### src/rtl/gfx256_pkg.sv
// Shared types and constants for the gfx256 memory read path.
package gfx256_pkg;

  localparam int GFX_MDW        = 256;
  localparam int GFX_LINE_BYTES = GFX_MDW / 8;

  typedef enum logic [1:0] {
    RD_IDLE = 2'd0,
    RD_BUS  = 2'd1,
    RD_DONE = 2'd2
  } gfx256_rd_state_e;

endpackage

### src/rtl/gfx256_rr_arbiter.sv
// Combinational rotate-priority arbiter: picks the first requester after last_grant.
module gfx256_rr_arbiter #(
  parameter int NREQ = 3,
  parameter int GW   = (NREQ > 1) ? $clog2(NREQ) : 1
) (
  input  logic [NREQ-1:0] req,
  input  logic [GW-1:0]   last_grant,
  output logic [GW-1:0]   grant,
  output logic            valid
);

  logic [GW-1:0] idx;

  // Scan from the farthest offset down so the nearest requester after last_grant wins.
  always_comb begin
    grant = '0;
    valid = 1'b0;
    idx   = '0;
    for (int i = NREQ; i >= 1; i--) begin
      idx = GW'((int'(last_grant) + i) % NREQ);
      if (req[idx]) begin
        grant = idx;
        valid = 1'b1;
      end
    end
  end

endmodule

### src/rtl/gfx256_wbm_reader.sv
// Round-robin read responder: one Wishbone classic read per granted client request,
// full line returned with a single-cycle ack.
module gfx256_wbm_reader
  import gfx256_pkg::*;
#(
  parameter int NREQ = 3,
  parameter int MDW  = GFX_MDW,
  parameter int GW   = (NREQ > 1) ? $clog2(NREQ) : 1
) (
  input  logic               clk_i,
  input  logic               rst_i,
  input  logic [NREQ-1:0]    req_i,
  input  logic [NREQ*32-1:0] addr_i,
  input  logic [NREQ*32-1:0] sel_i,
  output logic [NREQ-1:0]    ack_o,
  output logic [MDW-1:0]     data_o,
  output logic               err_o,
  output logic               busy_o,
  output logic               wbm_cyc_o,
  output logic               wbm_stb_o,
  output logic               wbm_we_o,
  output logic [31:0]        wbm_adr_o,
  output logic [MDW/8-1:0]   wbm_sel_o,
  input  logic [MDW-1:0]     wbm_dat_i,
  input  logic               wbm_ack_i,
  input  logic               wbm_err_i,
  output gfx256_rd_state_e   dbg_state_o,
  output logic [GW-1:0]      dbg_last_grant_o
);

  // Client handshake: req_i[k] is a level held until ack_o[k] pulses for one cycle;
  // data_o/err_o are valid only in that cycle, and the following DONE cycle lets the
  // client drop req_i before the arbiter samples again.

  localparam int LINE_BYTES = MDW / 8;

  gfx256_rd_state_e        state_q, state_d;
  logic [GW-1:0]           grant_q, grant_d;
  logic [GW-1:0]           last_q, last_d;
  logic [31:0]             adr_q, adr_d;
  logic [LINE_BYTES-1:0]   sel_q, sel_d;
  logic                    cyc_q, cyc_d;
  logic                    busy_q, busy_d;
  logic                    err_q, err_d;
  logic [NREQ-1:0]         ack_q, ack_d;
  logic [MDW-1:0]          data_q, data_d;

  logic [GW-1:0]           arb_grant;
  logic                    arb_valid;
  logic [31:0]             req_adr;
  logic [31:0]             req_sel;

  gfx256_rr_arbiter #(
    .NREQ (NREQ),
    .GW   (GW)
  ) u_arb (
    .req        (req_i),
    .last_grant (last_q),
    .grant      (arb_grant),
    .valid      (arb_valid)
  );

  always_comb begin
    req_adr = '0;
    req_sel = '0;
    for (int k = 0; k < NREQ; k++) begin
      if (arb_grant == GW'(k)) begin
        req_adr = addr_i[32*k +: 32];
        req_sel = sel_i[32*k +: 32];
      end
    end
  end

  always_comb begin
    state_d = state_q;
    grant_d = grant_q;
    last_d  = last_q;
    adr_d   = adr_q;
    sel_d   = sel_q;
    cyc_d   = cyc_q;
    busy_d  = busy_q;
    err_d   = 1'b0;
    ack_d   = '0;
    data_d  = data_q;
    case (state_q)
      RD_IDLE: begin
        cyc_d  = 1'b0;
        busy_d = 1'b0;
        adr_d  = '0;
        sel_d  = '0;
        if (arb_valid) begin
          state_d = RD_BUS;
          grant_d = arb_grant;
          last_d  = arb_grant;
          adr_d   = req_adr & ~32'(LINE_BYTES - 1);
          sel_d   = LINE_BYTES'(req_sel);
          cyc_d   = 1'b1;
          busy_d  = 1'b1;
        end
      end
      RD_BUS: begin
        // An error wins over a simultaneous ack: the line is discarded.
        if (wbm_err_i) begin
          data_d         = '0;
          ack_d[grant_q] = 1'b1;
          err_d          = 1'b1;
          cyc_d          = 1'b0;
          state_d        = RD_DONE;
        end else if (wbm_ack_i) begin
          data_d         = wbm_dat_i;
          ack_d[grant_q] = 1'b1;
          cyc_d          = 1'b0;
          state_d        = RD_DONE;
        end
      end
      RD_DONE: begin
        busy_d  = 1'b0;
        adr_d   = '0;
        sel_d   = '0;
        state_d = RD_IDLE;
      end
      default: begin
        cyc_d   = 1'b0;
        busy_d  = 1'b0;
        state_d = RD_IDLE;
      end
    endcase
  end

  always_ff @(posedge clk_i) begin
    if (rst_i) begin
      state_q <= RD_IDLE;
      grant_q <= '0;
      last_q  <= GW'(NREQ - 1);
      adr_q   <= '0;
      sel_q   <= '0;
      cyc_q   <= 1'b0;
      busy_q  <= 1'b0;
      err_q   <= 1'b0;
      ack_q   <= '0;
      data_q  <= '0;
    end else begin
      state_q <= state_d;
      grant_q <= grant_d;
      last_q  <= last_d;
      adr_q   <= adr_d;
      sel_q   <= sel_d;
      cyc_q   <= cyc_d;
      busy_q  <= busy_d;
      err_q   <= err_d;
      ack_q   <= ack_d;
      data_q  <= data_d;
    end
  end

  assign ack_o            = ack_q;
  assign data_o           = data_q;
  assign err_o            = err_q;
  assign busy_o           = busy_q;
  assign wbm_cyc_o        = cyc_q;
  assign wbm_stb_o        = cyc_q;
  assign wbm_we_o         = 1'b0;
  assign wbm_adr_o        = adr_q;
  assign wbm_sel_o        = sel_q;
  assign dbg_state_o      = state_q;
  assign dbg_last_grant_o = last_q;

endmodule

### config.mk
export PLATFORM = sky130hd
export DESIGN_NAME = gfx256_wbm_reader
export DESIGN_NICKNAME = d
export VERILOG_FILES = /design/src/rtl/gfx256_pkg.sv /design/src/rtl/gfx256_rr_arbiter.sv /design/src/rtl/gfx256_wbm_reader.sv
export SDC_FILE = /design/constraint.sdc
export NUM_CORES = 1
export LEC_CHECK = 0
export ABC_CLOCK_PERIOD_IN_PS = 4800
export CORE_AREA = 2 2 308 310
export DETAILED_ROUTE_END_ITERATION = 10
export DIE_AREA = 0 0 310 312
export PLACE_DENSITY = 0.39
export SLEW_MARGIN = 10
export SYNTH_ARGS = -nofsm -noshare
export SYNTH_HDL_FRONTEND = slang
export SYNTH_SLANG_ARGS = --single-unit
export TNS_END_PERCENT = 10
### constraint.sdc
create_clock -name clk_i -period 4.8 [get_ports clk_i]
set_clock_uncertainty 0.15 [all_clocks]
set_input_delay 0.72 -clock clk_i [delete_from_list [all_inputs] [get_ports clk_i]]
set_output_delay 0.72 -clock clk_i [all_outputs]
set_load 0.1 [all_outputs]
# --- After elaboration in Yosys (flattened, before gate mapping) ---
# Index checks and enable logic that the tools add are counted.
word_totals:
  elab_cells: 77
  out_inout_bits: 332
  reg_bits: 332
classes:
  n_addsub: 3
  n_eq_ne: 6
  div_mod_pow: 3
  n_reduce_logical: 10
  n_lt_le_gt_ge: 5
  bitwise: 2
  mux: 38
op_table:
  columns: ["cell", "n"]
  rows:
  - ["256-bit two-way mux", 2]
  - ["32-bit two-way mux", 8]
  - ["32-bit case mux with 2 select lines", 2]
  - ["32-bit by 3-bit remainder unit with 32-bit output, second input constant", 3]
  - ["2-bit by 3-bit < comparator with 1-bit output, second input constant", 4]
  - ["2-bit two-way mux", 6]
  - ["1-bit two-way mux", 11]
  - ["2-bit AND reduction", 4]
  - ["2-bit by 2-bit adder with 3-bit output, second input constant", 2]
  - ["1-bit binary-select mux with 2-bit select", 3]
  - ["3-bit two-way mux", 2]
  - ["2-bit by 1-bit == test with 1-bit output, second input constant", 2]
  - ["2-bit == test, second input constant", 2]
  - ["2-bit logical NOT", 2]
  - ["2-bit case mux with 2 select lines", 1]
  - ["2-bit nonzero test", 2]
  - ["2-bit by 1-bit adder with 3-bit output, second input constant", 1]
  - ["3-bit inequality test, second input constant", 1]
  - ["1-bit case mux with 3 select lines", 1]
  - ["1-bit demux with 2-bit select", 1]
  - ["2-bit by 1-bit greater-or-equal comparator with 1-bit output, second input constant", 1]
  - ["2-bit inequality test, second input constant", 1]
  - ["1-bit inverter", 2]
  - ["1-bit case mux with 2 select lines", 1]
  - ["2 further kinds", 2]

# --- Longest topological paths before layout ---
logic_depth:
  ltp_word: 13
  mapped_depth: 10
  ltp_nobuf: 7

# --- Modules after synthesis ---
# A second synthesis with hierarchy kept.
unflattened:
  hier_cells: 1060
  hier_area_um2: 11723.7
by_module_without_submodules:
  columns: ["module", "area_each_um2", "seq_area_each_um2", "instances", "cells_per_inst"]
  rows:
  - ["gfx256_wbm_reader", 11532.3, 6526.3, 1, 1033]
  - ["gfx256_rr_arbiter", 191.4, 0.0, 1, 27]

# --- Worst setup path after synthesis ---
# OpenSTA, ideal clock, no wires.
synth_timing:
  path_kind: "reg2reg"
  start: "register last_q[1] (netlist: dbg_last_grant_o[1])"
  end: "register sel_q[22] (netlist: wbm_sel_o[22])"
  t_arrival_ns: 2.716
  period_less_slack_ns: 2.992
  setup_slack_ns: 1.808
  path_stages_with_launch: 10
  setup_ns: 0.126
  n_path_buf: 3
  path_cell_list: "dfxtp_1 ha_1 buf_2 and3b_1 a211o_1 a31oi_1 buf_4 buf_4 mux2i_1 a22oi_1"
synth_via:
  elab_chain_len: 13
  elab_cells_between_ends: 26
  cone_classes: "add/sub: 3; div: 3; eq/ne: 2; mux: 17; reduce/logical: 1"
synth_lines:
  columns: ["item", "line_no", "text"]
  rows:
  - ["start, declared", "gfx256_wbm_reader.sv:39", "logic [GW-1:0] last_q, last_d;"]
  - ["start signal, assigned", "gfx256_wbm_reader.sv:134", "last_q <= GW'(NREQ - 1);"]
  - ["start signal, assigned", "gfx256_wbm_reader.sv:145", "last_q <= last_d;"]
  - ["2-bit by 2-bit adder with 3-bit output", "gfx256_rr_arbiter.sv:20", "idx = GW'((int'(last_grant) + i) % NREQ);"]
  - ["32-bit by 3-bit remainder unit with 32-bit output", "gfx256_rr_arbiter.sv:20", null]
  - ["1-bit binary-select mux with 2-bit select", "gfx256_rr_arbiter.sv:21", "if (req[idx]) begin"]
  - ["1-bit two-way mux (implied by the code)", "gfx256_rr_arbiter.sv:21", null]
  - ["2-bit two-way mux (3 in a row)", "gfx256_rr_arbiter.sv:21", null]
  - ["2-bit logical NOT", "gfx256_wbm_reader.sv:67", "if (arb_grant == GW'(k)) begin"]
  - ["32-bit two-way mux (3 in a row)", "gfx256_wbm_reader.sv:67", null]
  - ["32-bit two-way mux *", "gfx256_wbm_reader.sv:91", "if (arb_valid) begin"]
  - ["32-bit case mux with 2 select lines *", "gfx256_wbm_reader.sv:85", "case (state_q)"]
  - ["end signal, assigned", "gfx256_wbm_reader.sv:147", "sel_q <= sel_d;"]
  - ["end, declared", "gfx256_wbm_reader.sv:41", "logic [LINE_BYTES-1:0] sel_q, sel_d;"]
# Every way passes the cells marked *; elsewhere a longest branch is shown, timed or not. The select of a mux whose other input is x is not followed.
# A chain may end at the register's enable or synchronous reset.

==> results.md <==
* Status: finished, final reports clean
* PostCTS Resize Cnt at 0
* Worst setup path class: flop to flop
* Reg power frac at 24.6%
* Mean post-synth cell area at 10.5 um2
* Max-Cap Viols at 0
* Delay-heaviest family, CP: compound AO/OA/AOI/OAI gates
* Synth Cell Area at 0.0122 mm2
* Clock transition at the registers of the reported paths at 0.06 ns
* Post-synth top area share at 53.6%
* Crit path DAT at 3.86 ns
* Area Overhead vs Synth at 85.6%
* Routed Wire Length at 60200 um
* Die Y at 312 um
* Area leader, netlist: dfxtp_1
* Port Buffers at 765
* WL per Instance at 19.0 um
* Clk sink count at 326
* Initial Util at 13.1%
* Total grt overflow at 0
* Initial DRC count at 606
* Hold Crit Depth at 2
* Largest vdd supply drop at 0.231 mV
* DRC at 0
* Reg-to-reg critical path startpoint: grant_q[0]
* Layout cell share with drive strength beyond 1 at 5.60%
* Post-layout min period at 3.55 ns
* Sw power at 7.19 mW
* Hold Vio Cnt, Final at 0
* RSZ-0062 raised after global routing: false
* Final GP Congestion at 0.794
* Hold_buf cts at 0
* Reg2Reg Depth at 8
* Initial antenna violation count at 8
* Fin crit share at 73.9%
* Num rows at 112
* Distinct cells, synth at 46
* Switching power share of the total at 49.9%
* Worst Hold Path EP: busy_o
* WP buf/inv at 2
* Number of CTS-inserted buffers at 45
* PwrDens at 637 mW/mm2
* Fmax at 0.282 GHz
* H-tree level count at 2
* Detailed-route via count at 12000
* Clock latency on the worst-skew pair at 0.58 ns
* Largest net degree at the start of global routing at 147
* Number of flops mapped to enable cells by yosys at 0
* Routed Antenna Nets at 0
* Critical path's slowest cell: dfxtp_1
* Worst setup EP type: flop
* GR Util All Layers at 11.7%
* Static leakage at 8.09 nW
* Max-slew violations at 0
* Crit start category: flop
* Number of cells after detailed placement at 3089
* CTS root buf: clkbuf_16
* Worst R2R Setup Slack at 1.25 ns
* Initial DRT Pass Iterations at 6
* Worst slew pin tran at 1.17 ns
* Relative slew slack at 21.9%
* Sequential element share of the synthesized area at 53.6%
* Chip width at 310 um
* Max incr delay on CP at 0.56 ns
* Final setup fails at 0
* Synth warn at 0
* Via density at 3.79
* Clock Path Buffers at 3
* Die area at 0.0967 mm2
* Worst-path fanout max at 23
* Core Area at 0.0930 mm2
* Critical path required time at 5.11 ns
* Critical R2R Capture: wbm_sel_o[9]
* Post CTS Setup Buffer Count at 0
* Tightest Hold Check Type: flop to flop
* Async S/R FF share, synth at 0%
* Vias in the first global route at 12400
* Non-filler cells, final at 3171
* Worst Hold Launch: busy_o
* Comb power frac at 52.4%
* Post-DP HPWL at 45500 um
* Clock power share at 23.0%
* IO Count at 787
* Primary FF master, synth: dfxtp_1
* Synth Instances at 1163
* Final #Nets at 2341
* Synth area leaders: dfxtp_1, a22o_1, mux2i_1
* TritonCTS clock tree: done
* Seq cells post-synth at 326
* Final TNS setup at 0 ns
* First-pass GRT wire length at 84900 um
* Int Power at 7.22 mW
* Critical path cell sequence: inv_1 > ha_1 > and3b_1 > a211o_1 > a31oi_4 > buf_4 > mux2i_1 > a22oi_1
state kept, by name, indices dropped and copies added, names as in the netlist:
signal / cells
ack_o: 3
err_o: 1
wbm_sel_o: 32
dbg_last_grant_o: 1
dbg_state_o: 2
busy_o: 1
data_o: 256
wbm_adr_o: 27
grant_q: 2
wbm_cyc_o: 1
routing by layer:
layer | GRT usage (%) | up-vias | share of wire (%)
li1 | - | 5813 | -
met1 | 13.1 | 5678 | 39
met2 | 20.8 | 433 | 50
met3 | 3.78 | 81 | 8.3
met4 | 4.02 | 6 | 2.6
met5 | 0 | - | 0.090
metrics by stage:
| stage | hold slack (ns) | util (%) | setup slack (ns) | power, mW | area, um2 |
|---|---|---|---|---|---|
| floorplan | 0.283 | - | 1.81 | 9.07 | 12200 |
| global placement | 0.307 | 22.7 | 1.29 | 11.2 | 21100 |
| detailed placement | 0.311 | 22.7 | 1.21 | 11.2 | 21100 |
| CTS | 0.321 | 24.3 | 1.19 | 14.7 | 22600 |
| global route | 0.335 | 24.3 | 1.08 | 15.1 | 22600 |
| finish | 0.318 | 24.3 | 1.25 | 14.4 | 22600 |
worst max-delay path by stage:
stage,slack [ns],endpoint,startpoint,depth (start not counted)
final,1.25,wbm_sel_o[9],grant_q[0],8
after global routing,1.08,wbm_sel_o[9],grant_q[0],8
after CTS,1.19,wbm_sel_o[9],grant_q[0],8
after detailed placement,1.21,wbm_sel_o[9],grant_q[0],8
after global placement,1.29,wbm_adr_o[25],req_i[0],6
after floorplan,1.81,wbm_sel_o[22],dbg_last_grant_o[1],9
synth_stat cells, types with 2 or more instances:
cell type / n
nor4_1: 3
a22oi_1: 45
nand3b_1: 2
nor2_1: 38
ha_1: 4
or3_1: 47
inv_1: 5
nor3_1: 46
mux2i_1: 47
or2_1: 2
a221oi_1: 13
nor2b_1: 4
buf_6: 5
buf_1: 8
buf_4: 13
clkbuf_1: 68
a31oi_1: 2
a211o_1: 3
o21ai_0: 3
nor3b_1: 35
nand2_1: 63
a21oi_1: 69
and2_1: 14
dfxtp_1: 326
and3b_1: 3
buf_2: 28
a22o_1: 235
a2111oi_0: 13
or2_2: 2
power groups by stage:
stage | clock (mW) | sequential, mW | combinational (mW)
after floorplan | 0 | 6.92 | 2.15
after global placement | 0 | 3.58 | 7.60
after detailed placement | 0 | 3.59 | 7.63
after CTS | 3.49 | 3.54 | 7.64
after global routing | 3.59 | 3.61 | 7.90
final | 3.32 | 3.54 | 7.55
cells by family after synthesis:
logic type / after synthesis / share of synthesized area, %
AND/OR/NAND/NOR: 264 / 11.5
adder cells (fa/ha/maj): 4 / 0.411
buffers and inverters: 128 / 4.94
AO/OA/AOI/OAI: 393 / 25.7
multiplexers: 47 / 3.86
flip-flops: 326 / 53.6
other: 1 / 0.0308
cell usage in the layout, fill, tap and decap left out, types with 2 or more instances in the layout:
cell type	n
clkdlybuf4s50_1	763
dfxtp_1	326
a22o_1	235
a21oi_1	69
nand2_1	63
mux2i_1	47
or3_1	47
nor3_1	45
a22oi_1	45
clkbuf_16	45
nor2_1	38
nor3b_1	35
buf_4	21
and2_1	13
a2111oi_0	13
a221oi_1	13
clkbuf_1	10
clkbuf_8	8
conb_1	6
clkinv_2	6
diode_2	5
inv_1	5
buf_12	5
ha_1	4
nor2b_1	3
o21ai_0	3
a211o_1	3
and3b_1	3
nor4_1	3
o21ai_4	2
a221oi_4	2
or2_2	2
nand3b_1	2
or2_1	2
bufinv_16	2
clkinvlp_4	2
cell type report:
cell class                      instances  area, um2
Inverter                                6       22.5
Timing Repair Buffer                  789       7900
Clock buffer                           63       1270
Multi-Input combinational cell        714       5130
Fill cell                           10000      70400
Sequential cell                       326       6530
Clock inverter                         14        180
Tap cell                             1254       1570
Antenna cell                            5       12.5
worst register-to-register path, delay by kind of cell, from the launching register on:
family	cells	cell delay (ns)
fa+ha+maj	1	0.50
mux	1	0.38
simple gates	1	0.24
flops	1	0.56
compound gates	3	0.87
buf+inv	2	0.74
Power figures use the tool's default switching activity.
